===== config.mk =====
export PLATFORM = sky130hd
export DESIGN_NAME = mem_bus_master
export DESIGN_NICKNAME = d
export VERILOG_FILES = /design/src/rtl/mem_bus_master.sv
export SDC_FILE = /design/constraint.sdc
export NUM_CORES = 1
export LEC_CHECK = 0
export CORE_ASPECT_RATIO = 0.75
export CORE_UTILIZATION = 54
export DETAILED_ROUTE_END_ITERATION = 6
export GPL_TIMING_DRIVEN = 0
export HOLD_SLACK_MARGIN = 0.05
export MAX_ROUTING_LAYER = met4
export PLACE_DENSITY = 0.88
export REMOVE_ABC_BUFFERS = 1
export SLEW_MARGIN = 15
export SYNTH_ARGS = -nofsm -noshare
export SYNTH_HDL_FRONTEND = slang
export SYNTH_SLANG_ARGS = --single-unit

===== constraint.sdc =====
create_clock -name clk -period 7.1 [get_ports clk]
set_clock_uncertainty 0.15 [all_clocks]
set_input_delay 2.13 -clock clk [delete_from_list [all_inputs] [get_ports clk]]
set_output_delay 2.13 -clock clk [all_outputs]
set_load 0.01 [all_outputs]

===== src/rtl/mem_bus_master.sv =====
// rtl/mem_bus_master.sv - byte-serial memory bus initiator for 1/2/4-byte loads and stores (optional MEM_TIMEOUT_EN)
module mem_bus_master #(
    parameter int ADDR_W         = 32,
    parameter int TIMEOUT_CYCLES = 64
) (
    input  logic              clk,
    input  logic              rst_n,
    input  logic              req_valid,
    output logic              req_ready,
    input  logic              req_we,
    input  logic [1:0]        req_size,
    input  logic [ADDR_W-1:0] req_addr,
    input  logic [31:0]       req_wdata,
    output logic              resp_valid,
    output logic [31:0]       resp_rdata,
    output logic              resp_err,
    output logic [ADDR_W-1:0] mem_addr,
    output logic [7:0]        mem_wdata,
    input  logic [7:0]        mem_rdata,
    output logic              memory_read_en,
    output logic              memory_write_en,
    input  logic              mem_ready
);

    typedef enum logic [1:0] {
        IDLE = 2'd0,
        RD   = 2'd1,
        WR   = 2'd2,
        DONE = 2'd3
    } state_t;

    state_t            state;
    state_t            state_nxt;

    logic [ADDR_W-1:0] base_q;
    logic [2:0]        idx_q;
    logic [2:0]        last_q;
    logic [31:0]       wdata_q;
    logic [31:0]       rdata_acc;
    logic [31:0]       acc_merged;
    logic              accept;
    logic              capture;
    logic              timeout;

    // Bus address and write byte follow the base address and the current byte index.
    assign mem_addr  = base_q + ADDR_W'(idx_q);
    assign mem_wdata = wdata_q[{idx_q[1:0], 3'b000} +: 8];

`ifdef MEM_TIMEOUT_EN
    localparam int WAIT_W = $clog2(TIMEOUT_CYCLES + 1);

    logic [WAIT_W-1:0] wait_cnt;

    // Per-byte wait counter: restarts whenever a byte is acknowledged or RD is left.
    always_ff @(posedge clk or negedge rst_n) begin
        if (!rst_n) begin
            wait_cnt <= '0;
        end else if (state != RD || capture) begin
            wait_cnt <= '0;
        end else begin
            wait_cnt <= wait_cnt + 1'b1;
        end
    end

    assign timeout = (wait_cnt == WAIT_W'(TIMEOUT_CYCLES - 1));
`else
    logic unused_timeout_cfg;

    assign timeout            = 1'b0;
    assign unused_timeout_cfg = (TIMEOUT_CYCLES > 0);
`endif

    // Read data with the byte currently on the bus merged into its lane.
    always_comb begin
        acc_merged = rdata_acc;
        acc_merged[{idx_q[1:0], 3'b000} +: 8] = mem_rdata;
    end

    // State register.
    always_ff @(posedge clk or negedge rst_n) begin
        if (!rst_n) begin
            state <= IDLE;
        end else begin
            state <= state_nxt;
        end
    end

    // Next-state and strobe decode; strobes are pure functions of state so reset kills them at once.
    always_comb begin
        state_nxt       = state;
        accept          = 1'b0;
        capture         = 1'b0;
        req_ready       = 1'b0;
        resp_valid      = 1'b0;
        memory_read_en  = 1'b0;
        memory_write_en = 1'b0;
        case (state)
            IDLE: begin
                req_ready = 1'b1;
                if (req_valid) begin
                    accept    = 1'b1;
                    state_nxt = req_we ? WR : RD;
                end
            end
            RD: begin
                memory_read_en = 1'b1;
                if (mem_ready) begin
                    capture = 1'b1;
                    if (idx_q == last_q) begin
                        state_nxt = DONE;
                    end
                end else if (timeout) begin
                    state_nxt = DONE;
                end
            end
            WR: begin
                memory_write_en = 1'b1;
                if (idx_q == last_q) begin
                    state_nxt = DONE;
                end
            end
            DONE: begin
                resp_valid = 1'b1;
                state_nxt  = IDLE;
            end
            default: begin
                state_nxt = IDLE;
            end
        endcase
    end

    // Request latch, byte sequencing, read assembly and response registers.
    always_ff @(posedge clk or negedge rst_n) begin
        if (!rst_n) begin
            base_q     <= '0;
            idx_q      <= '0;
            last_q     <= '0;
            wdata_q    <= '0;
            rdata_acc  <= '0;
            resp_rdata <= '0;
            resp_err   <= 1'b0;
        end else begin
            if (accept) begin
                base_q    <= req_addr;
                idx_q     <= '0;
                wdata_q   <= req_wdata;
                rdata_acc <= '0;
                case (req_size)
                    2'd0:    last_q <= 3'd0;
                    2'd1:    last_q <= 3'd1;
                    default: last_q <= 3'd3;
                endcase
            end
            if (capture) begin
                rdata_acc <= acc_merged;
                idx_q     <= idx_q + 3'd1;
            end
            if (state == WR) begin
                idx_q <= idx_q + 3'd1;
            end
            if (state == RD && state_nxt == DONE) begin
                resp_rdata <= capture ? acc_merged : 32'h0;
                resp_err   <= timeout && !mem_ready;
            end
            if (state == WR && state_nxt == DONE) begin
                resp_rdata <= 32'h0;
                resp_err   <= 1'b0;
            end
        end
    end

endmodule

==> results.yml, run 1 <==
status:
  outcome: "finished, final reports clean"
global_routing:
  grt_pass1_wl_mm: 26.1
  top_usage_layer: "met2"
  gr-usage-met2_pct: 44.5
  met3_usage_pct: 4.76
  antenna_found_initial: 0
  grt_start_max_net_pins: 79
  overflow: 0
  grt_util_met1_pct: 35.8
  grt_pass1_vias: 5187
  grt_usage_pct: 28.1
routing:
  ant_nets: 0
  vias: 4857
  drt_iter0_drc: 315
  vias_per_cell: 5.73
  wl_mm: 15.8
  remaining_drc_errors: 0
  drt-pass1-iter-count: 4
  drt-wirelength-per-cell_um: 18.6
finish:
  nets: 763
  area_growth_pct: 35.6
  final-seq-area_sq_um: 3380
  multi_input_area_sq_um: 2940
  fin_util_pct: 75.3
  drive_gt1_share_pct: 20.6
  fillerInstances: 775
  antenna_cells: 0
cts:
  cts-buffers-inserted: 17
  cts_tree: "done"
  clockBufferDepth: 2
  path_clk_slew_ns: 0.06
  insertion_delay_ns: 0.40
  cts_root_buf: "clkbuf_16"
  cts-resized-gates: 0
  cts_setup_buffers: 0
  clock_sinks: 135
  htree_levels: 4
  holdBufCountCts: 0
job:
  drv_cap: 0
sta:
  finalMaxSlewViolations: 0
  tightest_slew_ns: 1.13
  hold_viol: 0
  setup_violations: 0
  fin_crit_sh_pct: 87.1
  setup_tns_ns: 0
  rsz0062_at_grt: "false"
  relSlewSlack_pct: 24.5
  fmax_mhz: 162
  min_period_ns: 6.18
pwr:
  p_per_area_nw_per_um2: 425
  p_leak_nw: 3.94
  p_int_w: 0.00247
  ir_drop_mv: 0.234
  pwr-share-clk_pct: 23.2
  p_seq_share_pct: 34.9
  power.switching_w: 0.00124
  p_comb_share_pct: 41.8
  p_sw_share_pct: 33.4
setup_path:
  r2r-start: "idx_q[0]"
  critPathRequiredTime_ns: 4.82
  critPathLaunchType: "flip-flop"
  startpoint: "idx_q[0]"
  regToRegEndpoint: "resp_rdata[0]"
  worstSetupPathType: "flip-flop to primary output"
  r2r_setup_slack_ns: 3.94
  path_max_fanout: 20
  cp.arrival_ns: 3.90
  worst_setup_path_end_kind: "primary output"
  r2r_cells: 6
placement:
  gp_congestion: 0.780
  port_buffers: 154
  dp.final_hpwl_mm: 11.0
logic_synthesis:
  synth.most_common_cell: "dfrtp_1"
  syn_avg_cell_area_sq_um: 12.3
  ys_seq_area_share_pct: 52.4
  async_flop_share_pct: 100
  ys_top_cells_by_count: "135 x dfrtp_1, 89 x mux2_2, 38 x a21oi_1, 38 x nor2_1, 34 x nor2b_1"
  ys.flop_type: "dfrtp_1"
  synthCells: 526
  yosysTopAreaCell: "dfrtp_1"
  synth_top_area_share_pct: 52.4
  synth_edf_count: 0
  syn-cell-area_sq_um: 6450
  synth.area.top_cells: "dfrtp_1 52%, mux2_2 16%, a21o_1 3.7%"
  ys_types: 39
  yosys_warnings: 0
  synth-seq-cells: 135
min_path:
  worst_hold_path.endpoint: "rdata_acc[14]"
  whs_path_depth: 1
  worstHoldStart: "rdata_acc[14]"
  hold_class: "flip-flop to flip-flop"
floorplanning:
  dieWidth_um: 128
  initial_core_util_pct: 55.5
  io_pins: 156
  die_area_sq_um: 12400
  core_sq_um: 11600
  fp-row-count: 34
  die_h_um: 96.6
## worst max-delay path by stage
stage | slack (ns) | to
floorplan | 1.82 | rdata_acc[0]
global placement | -1.33 | base_q[24]
detailed placement | 1.39 | mem_addr[22]
CTS | 0.89 | mem_addr[30]
global route | 0.60 | mem_addr[26]
finish | 0.92 | mem_addr[30]
## power groups by stage
| stage | registers (W) | logic (W) | clock network, W |
|---|---|---|---|
| 6_report | 0.00130 | 0.00155 | 0.000862 |
| 3_3_place_gp | 0.00127 | 0.00146 | 0 |
| 4_1_cts | 0.00130 | 0.00155 | 0.000873 |
| 2_1_floorplan | 0.00124 | 0.000887 | 0 |
| 3_5_place_dp | 0.00130 | 0.00153 | 0 |
| 5_1_grt | 0.00134 | 0.00166 | 0.000908 |
## cells by family (layout without fill, tap and decap cells)
family	Yosys count	count (layout)	share of synthesized area, %
XOR/XNOR	32	32	4.35
buffers and inverters	33	193	2.72
adder cells (fa/ha/maj)	10	10	2.06
flip-flops	135	135	52.4
multiplexers	98	98	18.5
AND/OR/NAND/NOR	132	132	11.2
AO/OA/AOI/OAI	85	85	8.69
other	1	1	0.0582
## worst max-delay path, stage by stage (launching register included)
cell,delay [ns]
dfrtp_1,1.01
ha_1,0.35
fa_1,0.23
a21oi_1,0.11
nor2_1,0.79
nand4_1,0.23
xnor2_1,0.22
clkdlybuf4s50_1,0.56
## stage by stage
stage | area, sq um | cells | hold WS, ns | total power [W] | setup WS [ns]
2_1_floorplan | 6290 | 497 | 0.292 | 0.00212 | 1.82
3_3_place_gp | 8030 | 813 | 0.300 | 0.00274 | -1.33
3_5_place_dp | 8130 | 817 | 0.307 | 0.00284 | 1.39
4_1_cts | 8710 | 848 | 0.320 | 0.00372 | 0.887
5_1_grt | 8740 | 848 | 0.338 | 0.00391 | 0.598
6_report | 8740 | 848 | 0.317 | 0.00371 | 0.916
## state kept, by name, indices dropped and copies added (netlist names)
| signal | count |
|---|---|
| rdata_acc | 32 |
| idx_q | 3 |
| resp_rdata | 32 |
| state | 2 |
| base_q | 32 |
| wdata_q | 32 |
| last_q | 2 |
## layer usage
metal,up-vias,share of wire [%]
met1,2476,41
met2,190,50
li1,2152,-
met3,39,6.2
met5,-,0
met4,0,2.4
## final cells by class
cell class                      count  area share (%)
Clock buffer                       20            5.22
Clock inverter                     11            1.43
Inverter                            4           0.172
Multi-Input combinational cell    358            33.6
Sequential cell                   135            38.6
Tap cell                          162            2.32
Timing Repair Buffer              158            18.6
## cell usage in the layout, fill, tap and decap left out, types with 5 or more instances in the layout
cell type          n
nand3_1           12
a21o_1            32
dfrtp_1          135
clkbuf_16         17
nor2b_1           34
nand2_1           10
xnor2_1           26
clkdlybuf4s50_1  153
a22o_1             9
and2_1             5
mux2_2            89
xor2_1             6
clkinvlp_4         5
nor2_1            38
mux4_2             8
and3_1             5
nand4_1           13
a21oi_1           37
ha_1               9
No activity file was read; power rests on OpenSTA's default activity.
==> inputs of run 2 (changes only) <==
Settings changed: CORE_MARGIN set to 2, CORE_UTILIZATION 54 to 50, PLACE_DENSITY 0.88 to 0.83.
==> results.yml, run 2 (synthesis gave the netlist of run 1 again) <==
status:
  outcome: "finished, final reports clean"
routing:
  drt-pass1-iter-count: 4
  drt_iter0_drc: 209
  remaining_drc_errors: 0
  drt-wirelength-per-cell_um: 18.3
  vias: 4719
  wl_mm: 15.6
  ant_nets: 0
  vias_per_cell: 5.54
pwr:
  p_total_w: 0.00377
  ir_drop_mv: 0.303
  p_per_area_nw_per_um2: 429
  p_leak_nw: 3.98
setup_path:
  crit_family: "flip-flops"
  worstSetupPathType: "flip-flop to primary output"
  path_max_fanout: 20
  worst_setup_path_end_kind: "primary output"
  crit_buf_inv: 1
  crit_chain: "ha_1, fa_1, a21oi_1, nor2_1, nand4_1, xnor2_1, clkdlybuf4s50_1"
  critPathMaxStageDelay_ns: 1.02
  cp.arrival_ns: 3.86
  critPathLaunchType: "flip-flop"
  cpMaxStageDelayCell: "dfrtp_1"
  critPathRequiredTime_ns: 4.82
floorplanning:
  die_area_sq_um: 13800
  fp-row-count: 35
  dieWidth_um: 135
  core_sq_um: 12400
  initial_core_util_pct: 51.8
  die_h_um: 102
  io_pins: 156
cts:
  cts-resized-gates: 0
  cts_setup_buffers: 0
  cts_root_buf: "clkbuf_16"
  cts-buffers-inserted: 17
  clock_sinks: 135
  clockBufferDepth: 2
  cts_tree: "done"
  path_clk_slew_ns: 0.06
  insertion_delay_ns: 0.40
  htree_levels: 4
  holdBufCountCts: 0
sta:
  fin_crit_sh_pct: 86.5
  relSlewSlack_pct: 30.8
  hold_viol: 0
  setup_tns_ns: 0
  rsz0062_at_grt: "false"
  min_period_ns: 6.14
  finalMaxSlewViolations: 0
  tightest_slew_ns: 1.04
  setup_violations: 0
  fmax_mhz: 163
  setup_ws_ns: 0.956
placement:
  gp_congestion: 0.807
  dp.final_hpwl_mm: 11.0
  port_buffers: 154
  dpl.cell_count: 821
  place_ws_ns: 1.30
finish:
  nets: 763
  final_cell_mix: "153 x clkdlybuf4s50_1, 135 x dfrtp_1, 89 x mux2_2"
  area_growth_pct: 36.5
  multi_input_area_sq_um: 2940
  final_common_cell: "clkdlybuf4s50_1"
  final-seq-area_sq_um: 3380
  drive_gt1_share_pct: 20.6
  antenna_cells: 0
  fillerInstances: 892
  stdcell_count: 852
global_routing:
  grt_pass1_vias: 4888
  antenna_found_initial: 0
  grt_pass1_wl_mm: 25.3
  grt_start_max_net_pins: 69
  grt_usage_pct: 24.8
  overflow: 0
min_path:
  hold_class: "flip-flop to flip-flop"
job:
  drv_cap: 0
## run 2: through the flow
| stage | hold slack (ns) | util, % | cell area (sq um) |
|---|---|---|---|
| after floorplan | 0.292 | - | 6290 |
| after global placement | 0.300 | 64.6 | 8040 |
| after detailed placement | 0.308 | 65.5 | 8150 |
| after CTS | 0.320 | 70.5 | 8770 |
| after global routing | 0.336 | 70.8 | 8800 |
| final | 0.321 | 70.8 | 8800 |
## run 2: routing by layer
layer	vias up	track usage, %	share of wire [%]
met5	-	-	0
met4	0	8.49	1.7
met3	18	5.21	5.0
met2	136	38.9	49
met1	2403	32.4	45
li1	2162	-	-
## run 2: area by class of cell
class	count	area share, %
sequential	135	38.4
inverter	4	0.171
timing repair buffer	158	18.6
multi-input combinational	358	33.4
tap	166	2.36
clock inverter	11	1.96
clock buffer	20	5.08
## run 2: final timing paths
path	from	to	slack, ns	cells after the start
min reg2reg	rdata_acc[7]	rdata_acc[7]	0.32	1
max	idx_q[0]	mem_addr[28]	0.96	7
min	rdata_acc[7]	rdata_acc[7]	0.32	1
max reg2reg	idx_q[0]	resp_rdata[22]	3.87	6
min in group asynchronous	rst_n	base_q[25]	1.57	1
max in group asynchronous	rst_n	state[0]	4.46	2
## run 2: power breakdown
| part | switching [W] | total, W | internal, W |
|---|---|---|---|
| Combinational | 0.000661 | 0.00156 | 0.000901 |
| Clock | 0.000324 | 0.000922 | 0.000597 |
| Sequential | 0.000244 | 0.00129 | 0.00104 |
| Total | 0.00123 | 0.00377 | 0.00254 |
